## config.mk

```make
export PLATFORM = sky130hd
export DESIGN_NAME = dma_read_arbiter_flat
export DESIGN_NICKNAME = d
export VERILOG_FILES = /design/src/rtl/dma_read_arbiter_if.sv /design/src/rtl/dma_read_arbiter.sv /design/src/flat_wrapper.sv
export SDC_FILE = /design/constraint.sdc
export NUM_CORES = 1
export LEC_CHECK = 0
export ABC_CLOCK_PERIOD_IN_PS = 1200
export CAP_MARGIN = 10
export CORE_MARGIN = 4
export CORE_UTILIZATION = 36
export CTS_CLUSTER_SIZE = 16
export DETAILED_ROUTE_END_ITERATION = 7
export GPL_TIMING_DRIVEN = 1
export PLACE_DENSITY = 0.77
export RECOVER_POWER = 50
export SLEW_MARGIN = 20
export SYNTH_ARGS = -nofsm -noshare
export SYNTH_HDL_FRONTEND = slang
export SYNTH_SLANG_ARGS = --single-unit
```

## constraint.sdc

```tcl
create_clock -name CLK -period 1.2 [get_ports CLK]
set_input_delay 0.24 -clock CLK [delete_from_list [all_inputs] [get_ports CLK]]
set_output_delay 0.24 -clock CLK [all_outputs]
set_load 0.02 [all_outputs]
```

## src/rtl/dma_read_arbiter_if.sv

```systemverilog
// Requester-side and AHB-Lite read-port signals of the DMA read arbiter.
// master = the arbiter; slave = requesters plus the AHB slave/interconnect side.
interface dma_read_arbiter_if #(
  parameter int N_REQ  = 2,
  parameter int ADDR_W = 32,
  parameter int DATA_W = 32
);
  logic [N_REQ-1:0]        i_req;
  logic [N_REQ*ADDR_W-1:0] i_addr;
  logic [N_REQ-1:0]        o_ack;
  logic [DATA_W-1:0]       o_rdata;
  logic [N_REQ-1:0]        o_rdata_valid;
  logic                    o_err;
  logic                    o_busy;
  logic [ADDR_W-1:0]       HADDR;
  logic [1:0]              HTRANS;
  logic                    HWRITE;
  logic [2:0]              HSIZE;
  logic [2:0]              HBURST;
  logic                    HREADY;
  logic                    HRESP;
  logic [DATA_W-1:0]       HRDATA;

  modport master (
    input  i_req, i_addr, HREADY, HRESP, HRDATA,
    output o_ack, o_rdata, o_rdata_valid, o_err, o_busy,
           HADDR, HTRANS, HWRITE, HSIZE, HBURST
  );

  modport slave (
    output i_req, i_addr, HREADY, HRESP, HRDATA,
    input  o_ack, o_rdata, o_rdata_valid, o_err, o_busy,
           HADDR, HTRANS, HWRITE, HSIZE, HBURST
  );
endinterface

```

## src/rtl/dma_read_arbiter.sv

```systemverilog
// Round-robin arbiter sharing one AHB-Lite read port among N_REQ requesters;
// one non-pipelined SINGLE word read at a time, data returned tagged one-hot.
module dma_read_arbiter #(
  parameter int N_REQ  = 2,
  parameter int ADDR_W = 32,
  parameter int DATA_W = 32
) (
  input logic                CLK,
  input logic                RESETn,
  dma_read_arbiter_if.master bus
);
  localparam int IDX_W = (N_REQ > 1) ? $clog2(N_REQ) : 1;

  localparam logic [1:0] S_IDLE = 2'd0;
  localparam logic [1:0] S_ADDR = 2'd1;
  localparam logic [1:0] S_DATA = 2'd2;

  localparam logic [1:0] HT_IDLE   = 2'b00;
  localparam logic [1:0] HT_NONSEQ = 2'b10;

  logic [1:0]        state;
  logic [IDX_W-1:0]  gnt;
  logic [IDX_W-1:0]  last;
  logic [IDX_W-1:0]  win;
  logic              win_vld;
  logic [ADDR_W-1:0] win_addr;

  // Walk downward so the candidate nearest (last+1) is the final assignment.
  always_comb begin
    logic [IDX_W-1:0] idx;
    idx     = '0;
    win     = last;
    win_vld = 1'b0;
    for (int i = N_REQ; i >= 1; i--) begin
      idx = IDX_W'((int'(last) + i) % N_REQ);
      if (bus.i_req[idx]) begin
        win     = idx;
        win_vld = 1'b1;
      end
    end
  end

  assign win_addr = bus.i_addr[int'(win)*ADDR_W +: ADDR_W];

  always_ff @(posedge CLK or negedge RESETn) begin
    if (!RESETn) begin
      state             <= S_IDLE;
      gnt               <= '0;
      last              <= IDX_W'(N_REQ-1);
      bus.HADDR         <= '0;
      bus.HTRANS        <= HT_IDLE;
      bus.o_ack         <= '0;
      bus.o_rdata_valid <= '0;
      bus.o_err         <= 1'b0;
      bus.o_rdata       <= '0;
    end else begin
      bus.o_ack         <= '0;
      bus.o_rdata_valid <= '0;
      bus.o_err         <= 1'b0;
      case (state)
        S_IDLE: begin
          if (win_vld) begin
            gnt        <= win;
            bus.HADDR  <= win_addr & ~ADDR_W'(3);
            bus.HTRANS <= HT_NONSEQ;
            state      <= S_ADDR;
          end
        end
        S_ADDR: begin
          // HREADY low here means an earlier slave is still stretching the bus.
          if (bus.HREADY) begin
            bus.HTRANS <= HT_IDLE;
            bus.o_ack  <= N_REQ'(1) << gnt;
            state      <= S_DATA;
          end
        end
        S_DATA: begin
          if (bus.HREADY) begin
            bus.o_rdata       <= bus.HRDATA;
            bus.o_rdata_valid <= N_REQ'(1) << gnt;
            bus.o_err         <= bus.HRESP;
            last              <= gnt;
            state             <= S_IDLE;
          end
        end
        default: state <= S_IDLE;
      endcase
    end
  end

  assign bus.o_busy = (state != S_IDLE);
  assign bus.HWRITE = 1'b0;
  assign bus.HSIZE  = 3'b010;
  assign bus.HBURST = 3'b000;

endmodule

```

## src/flat_wrapper.sv

```systemverilog
// flat-port wrapper written by rule: the top's interface ports become plain ports
module dma_read_arbiter_flat 
#(
  parameter int N_REQ  = 2,
  parameter int ADDR_W = 32,
  parameter int DATA_W = 32
)
  (CLK, RESETn, bus_i_req, bus_i_addr, bus_HREADY, bus_HRESP, bus_HRDATA, bus_o_ack, bus_o_rdata, bus_o_rdata_valid, bus_o_err, bus_o_busy, bus_HADDR, bus_HTRANS, bus_HWRITE, bus_HSIZE, bus_HBURST);
  dma_read_arbiter_if #(.N_REQ(N_REQ), .ADDR_W(ADDR_W), .DATA_W(DATA_W)) bus_i ();
  input logic CLK;
  input logic RESETn;
  input wire logic [$bits(bus_i.i_req)-1:0] bus_i_req;
  input wire logic [$bits(bus_i.i_addr)-1:0] bus_i_addr;
  input wire logic [$bits(bus_i.HREADY)-1:0] bus_HREADY;
  input wire logic [$bits(bus_i.HRESP)-1:0] bus_HRESP;
  input wire logic [$bits(bus_i.HRDATA)-1:0] bus_HRDATA;
  output wire logic [$bits(bus_i.o_ack)-1:0] bus_o_ack;
  output wire logic [$bits(bus_i.o_rdata)-1:0] bus_o_rdata;
  output wire logic [$bits(bus_i.o_rdata_valid)-1:0] bus_o_rdata_valid;
  output wire logic [$bits(bus_i.o_err)-1:0] bus_o_err;
  output wire logic [$bits(bus_i.o_busy)-1:0] bus_o_busy;
  output wire logic [$bits(bus_i.HADDR)-1:0] bus_HADDR;
  output wire logic [$bits(bus_i.HTRANS)-1:0] bus_HTRANS;
  output wire logic [$bits(bus_i.HWRITE)-1:0] bus_HWRITE;
  output wire logic [$bits(bus_i.HSIZE)-1:0] bus_HSIZE;
  output wire logic [$bits(bus_i.HBURST)-1:0] bus_HBURST;
  assign bus_i.i_req = bus_i_req;
  assign bus_i.i_addr = bus_i_addr;
  assign bus_i.HREADY = bus_HREADY;
  assign bus_i.HRESP = bus_HRESP;
  assign bus_i.HRDATA = bus_HRDATA;
  assign bus_o_ack = bus_i.o_ack;
  assign bus_o_rdata = bus_i.o_rdata;
  assign bus_o_rdata_valid = bus_i.o_rdata_valid;
  assign bus_o_err = bus_i.o_err;
  assign bus_o_busy = bus_i.o_busy;
  assign bus_HADDR = bus_i.HADDR;
  assign bus_HTRANS = bus_i.HTRANS;
  assign bus_HWRITE = bus_i.HWRITE;
  assign bus_HSIZE = bus_i.HSIZE;
  assign bus_HBURST = bus_i.HBURST;
  dma_read_arbiter #(.N_REQ(N_REQ), .ADDR_W(ADDR_W), .DATA_W(DATA_W)) u_core (.CLK(CLK), .RESETn(RESETn), .bus(bus_i));
endmodule
```

Word level (Yosys, flattened, before mapping). Index checks and enable logic that the tools add are counted. W data, S select, Z words.

Register bits: 73. Input bits: 102. Logic and storage cells: 46.

Add/sub/neg operators: 2. $lt $le $gt $ge: 2. Eq/ne operators: 5. Shift operators: 2. Multiplexer cells: 19. Reduce and logical (&&, ||, !) cells: 7.

Operator list (number): $shiftx A64 B7 Y32 (1); $mux W2 (7); $mux W1 (10); $pmux W2 S3 (1); $reduce_and A3 Y1 (2); $lt A1 B2 Y1 const B (2); $ne A2 B2 Y1 const B (2); $pmux W2 S2 (1); $reduce_and A2 Y1 (2); $reduce_bool A2 Y1 (2); $add A1 B1 Y1 const B (2); $eq A2 B1 Y1 const B (1); $eq A2 B2 Y1 const B (1); $logic_not A2 Y1 (1); $ne A2 B1 Y1 const B (1); $shl A1 B1 Y2 const A (1).

Depth between registers and ports, before layout. Gate-level depths: netlist (run 1).

Depth after elaboration: 7. Gate-level depth with buffers: 5.

Worst setup path before layout (run 1). Ideal clock, no wire load.

Path kind: reg2reg. Start point: register u_core.state[0]. End point: register u_core.bus.o_rdata[10]. Library setup time: 0.125 ns. Arrival: 1.145 ns. Data required time: 1.075 ns. Slack: -0.070 ns. Cell stages (with the launch flop): 5. Path buffers: 2. Period minus slack after synthesis: 1.270 ns. Path through: dfrtp_1 -> nand3b_1 -> buf_6 -> buf_6 -> mux2_4.

Cells in the longest elaborated chain, start to end: 2.

Ends and longest elaborated chain: start: declaration (RTL line dma_read_arbiter.sv:21) `logic [1:0] state;`; start signal: assignment (RTL line dma_read_arbiter.sv:47) `state <= S_IDLE;`; start signal: assignment (RTL line dma_read_arbiter.sv:66) `state <= S_ADDR;`; start signal: assignment (RTL line dma_read_arbiter.sv:74) `state <= S_DATA;`; $eq A2 B2 Y1 (RTL line dma_read_arbiter.sv:60) `case (state)`; $reduce_and A2 Y1 (no line); end signal: assignment (RTL line dma_read_arbiter.sv:79) `bus.o_rdata <= bus.HRDATA;`; end: declaration (RTL line dma_read_arbiter_if.sv:26) `output o_ack, o_rdata, o_rdata_valid, o_err, o_busy,`.

Every way passes these cells. A chain may end at the register's enable or synchronous reset.

Final worst setup path (run 1).
Start point: register u_core.state[0]. End point: register u_core.bus.o_rdata[25].

Same word-level chain as after synthesis.

==> impl_metrics.yaml, run 1 <==
grt:
  grt_util_all_layers_pct: 22.5
  grt_pass1_vias: 3604
  grt_pass1_wl_mm: 19.6
  gr-usage-met2_pct: 39.1
  grt_util_met3_pct: 6.86
  antenna_found_initial: 0
  grt_max_degree: 33
  grt_overflow: 0
  grtUsageMet1_pct: 26.0
  gr-max-usage-layer: "met2"
logic_synthesis:
  synth-seq-cells: 72
  synth_top_area_share_pct: 51.1
  synthArstFlopShare_pct: 100
  synthCells: 291
  synth_edf_count: 0
  yosys_warnings: 0
  syn_avg_cell_area_um2: 12.0
  ys.flop_type: "dfrtp_1"
  synthTopCellsByArea: "dfrtp_1 (51%), mux2_4 (11%), a31oi_2 (11%)"
  yosys.area.top_type: "dfrtp_1"
  ys_types: 27
  ys_top_cells_by_count: "dfrtp_1 (71), o21ai_0 (31), a21oi_1 (30), a31oi_2 (30), nand3_1 (30)"
  yosysMostFrequentCell: "dfrtp_1"
  yosysSeqAreaShare_pct: 51.8
  syn_area_um2: 3480
place:
  place_inst: 574
  dp_hpwl_mm: 7.23
  portBuffers: 166
  gp_congestion: 0.738
clock_network:
  clkSlewWorstSetupHoldPaths_ps: 80
  root_buffer: "clkbuf_8"
  clock_sinks: 72
  max-clock-path-buffers: 2
  clk_latency_ps: 340
  tritoncts: "built"
  htree_num_levels: 3
  numCtsBuffers: 9
worst_setup_path:
  cp.arrival_ps: 1670
  cp_max_fo: 7
  critPathKind: "flip-flop to flip-flop"
  worstSetupStartpointType: "flip-flop"
  cp-end-kind: "flip-flop"
  required_ps: 1420
timing:
  max_freq_ghz: 0.688
  hold_viol: 0
  rsz0062_at_grt: "yes"
  timing.final.crit_share_pct: 121
  relSlewSlack_pct: 59.4
  fin_skew_ps: 8.82
  slew_violations: 0
  worst_pin_slew_ps: 609
  hold_slack_ps: 421
  fin_ws_ps: -254
  setup_violations: 65
  final.min_clock_period_ps: 1450
  finalSetupTns_ps: -12520
detailed_routing:
  drtIter0Drc: 72
  dr.pass1.iters: 6
  vias: 3226
  wl_per_cell_um: 21.2
  vias_per_cell: 5.18
  drtAntennaViolNets: 0
  drc: 0
  wl_mm: 13.2
floorplan:
  die_y_um: 106
  core_area_um2: 9330
  start_util_pct: 37.3
  die_w_um: 106
  rows: 35
  io_pins: 181
  die_area_um2: 11300
layout:
  syn2layout_area_growth_pct: 83.6
  antennaDiodeCount: 0
  finalNonFillerCells: 623
  fillers: 675
  fin_util_pct: 68.5
  drive_above_1_share_pct: 55.7
  finalNetCount: 591
pwr:
  peakVddDrop_mv: 1.41
  power_density_nw_per_um2: 2580
  total_leakage_power_nw: 2.72
worst_hold_path:
  worstHoldPathType: "primary input to flip-flop"
run_status:
  violations: "negative setup slack"
  status: "complete, but fails checks"
run:
  maxCapViolations: 0
-- cells by family after synthesis --
group / synth area share (%)
muxes: 13.2
DFF: 51.8
buffers and inverters: 7.37
and+or+nand+nor: 7.48
AOI/OAI and AO/OA: 19.9
other: 0.216
-- critical path, stage by stage (launching register included) --
cell,delay [ps]
dfrtp_1,430
buf_6,140
nand3b_1,160
buf_6,150
clkbuf_16,160
mux2_4,290
-- stage by stage --
stage | instance area (um^2) | total power (W) | setup slack [ps]
finish | 6390 | 0.0165 | -254
global route | 6390 | 0.0173 | -281
CTS | 6170 | 0.0159 | -229
detailed placement | 5300 | 0.0122 | -518
global placement | 5300 | 0.0120 | -444
floorplan | 3530 | 0.00883 | -69.7
-- sequential cells by signal, indices dropped and copies added, names as in the netlist --
register                  flops
u_core.bus.o_rdata           32
u_core.bus.HADDR             30
u_core.bus.o_ack              2
u_core.bus.o_rdata_valid      2
u_core.state                  2
u_core.bus.HTRANS             1
u_core.bus.o_err              1
u_core.gnt                    1
u_core.last                   1
-- cell type report --
cell class                 count  area (um^2)  area share, %
multi-input combinational    188         2140           33.5
timing repair buffer         215         2090           32.7
sequential                    72         1800           28.2
tap                          129          161           2.53
clock buffer                  12          155           2.43
clock inverter                 4         27.5          0.431
inverter                       3         11.3          0.176
-- final timing paths --
kind,startpoint,end,slack [ps],cells past startpoint
worst min register to register,u_core.gnt$_DFFE_PN0P_,u_core.bus.o_rdata_valid[0]$_DFF_PN0_,460,1
max in group asynchronous,RESETn,u_core.bus.o_rdata[19]$_DFFE_PN0P_,130,3
worst min-delay path,bus_HRESP,u_core.bus.o_err$_DFF_PN0_,420,3
worst max register to register,u_core.state[0]$_DFFE_PN0P_,u_core.bus.o_rdata[25]$_DFFE_PN0P_,-250,5
min in group asynchronous,RESETn,u_core.bus.o_rdata[15]$_DFFE_PN0P_,450,2
worst max-delay path,u_core.state[0]$_DFFE_PN0P_,u_core.bus.o_rdata[25]$_DFFE_PN0P_,-250,5
-- placed cells by master (no fill, tap or decap), drive strengths merged --
| cell | synthesis | routed |
|---|---|---|
| buf | 28 | 116 |
| a21oi | 30 | 30 |
| dlygate4sd2 | 0 | 2 |
| dfrtp | 71 | 71 |
| inv | 3 | 4 |
| nand4 | 1 | 1 |
| and2 | 2 | 3 |
| clkdlybuf4s50 | 0 | 94 |
| nand2b | 1 | 1 |
| mux2 | 32 | 32 |
| nand3b | 2 | 2 |
| nand3 | 30 | 30 |
| conb | 2 | 10 |
| a21o | 1 | 1 |
| dfstp | 1 | 1 |
| nand2 | 6 | 6 |
| clkinv | 0 | 3 |
| or2 | 2 | 2 |
| dlygate4sd3 | 0 | 1 |
| clkbuf | 9 | 14 |
| a31oi | 30 | 30 |
| nor2 | 8 | 8 |
| o21ai | 32 | 32 |
-- routing by layer --
metal  vias up  part of all wire [%]
met5         -                     0
li1       1437                     -
met2       160                    52
met4         0                   1.5
met1      1608                    39
met3        21                   7.6
-- repair_timing --
| action | CTS | global route |
|---|---|---|
| gates resized for setup | 406 | 88 |
| hold buffers | 1 | 0 |
| buffers inserted | 20 | 11 |
| endpoints found under the setup margin | 135 | 71 |
| hold endpoints to repair | 20 | 0 |
| pin swaps | 38 | 31 |
| gates cloned | 15 | 2 |
-- power breakdown --
group / switching (W) / internal [W]
registers: 0.000715 / 0.00362
logic: 0.00541 / 0.00492
clock network: 0.000934 / 0.000870
total: 0.00706 / 0.00941
Note: power is estimated with default switching activity, not from simulation.
==> run 2, diff against run 1 <==
--- a/config.mk
+++ b/config.mk
@@ -18,3 +18,4 @@
 export SYNTH_ARGS = -nofsm -noshare
 export SYNTH_HDL_FRONTEND = slang
 export SYNTH_SLANG_ARGS = --single-unit
+export TNS_END_PERCENT = 100
==> results of run 2 <==
The final DEF is identical to that of run 1; final timing and power are the same.
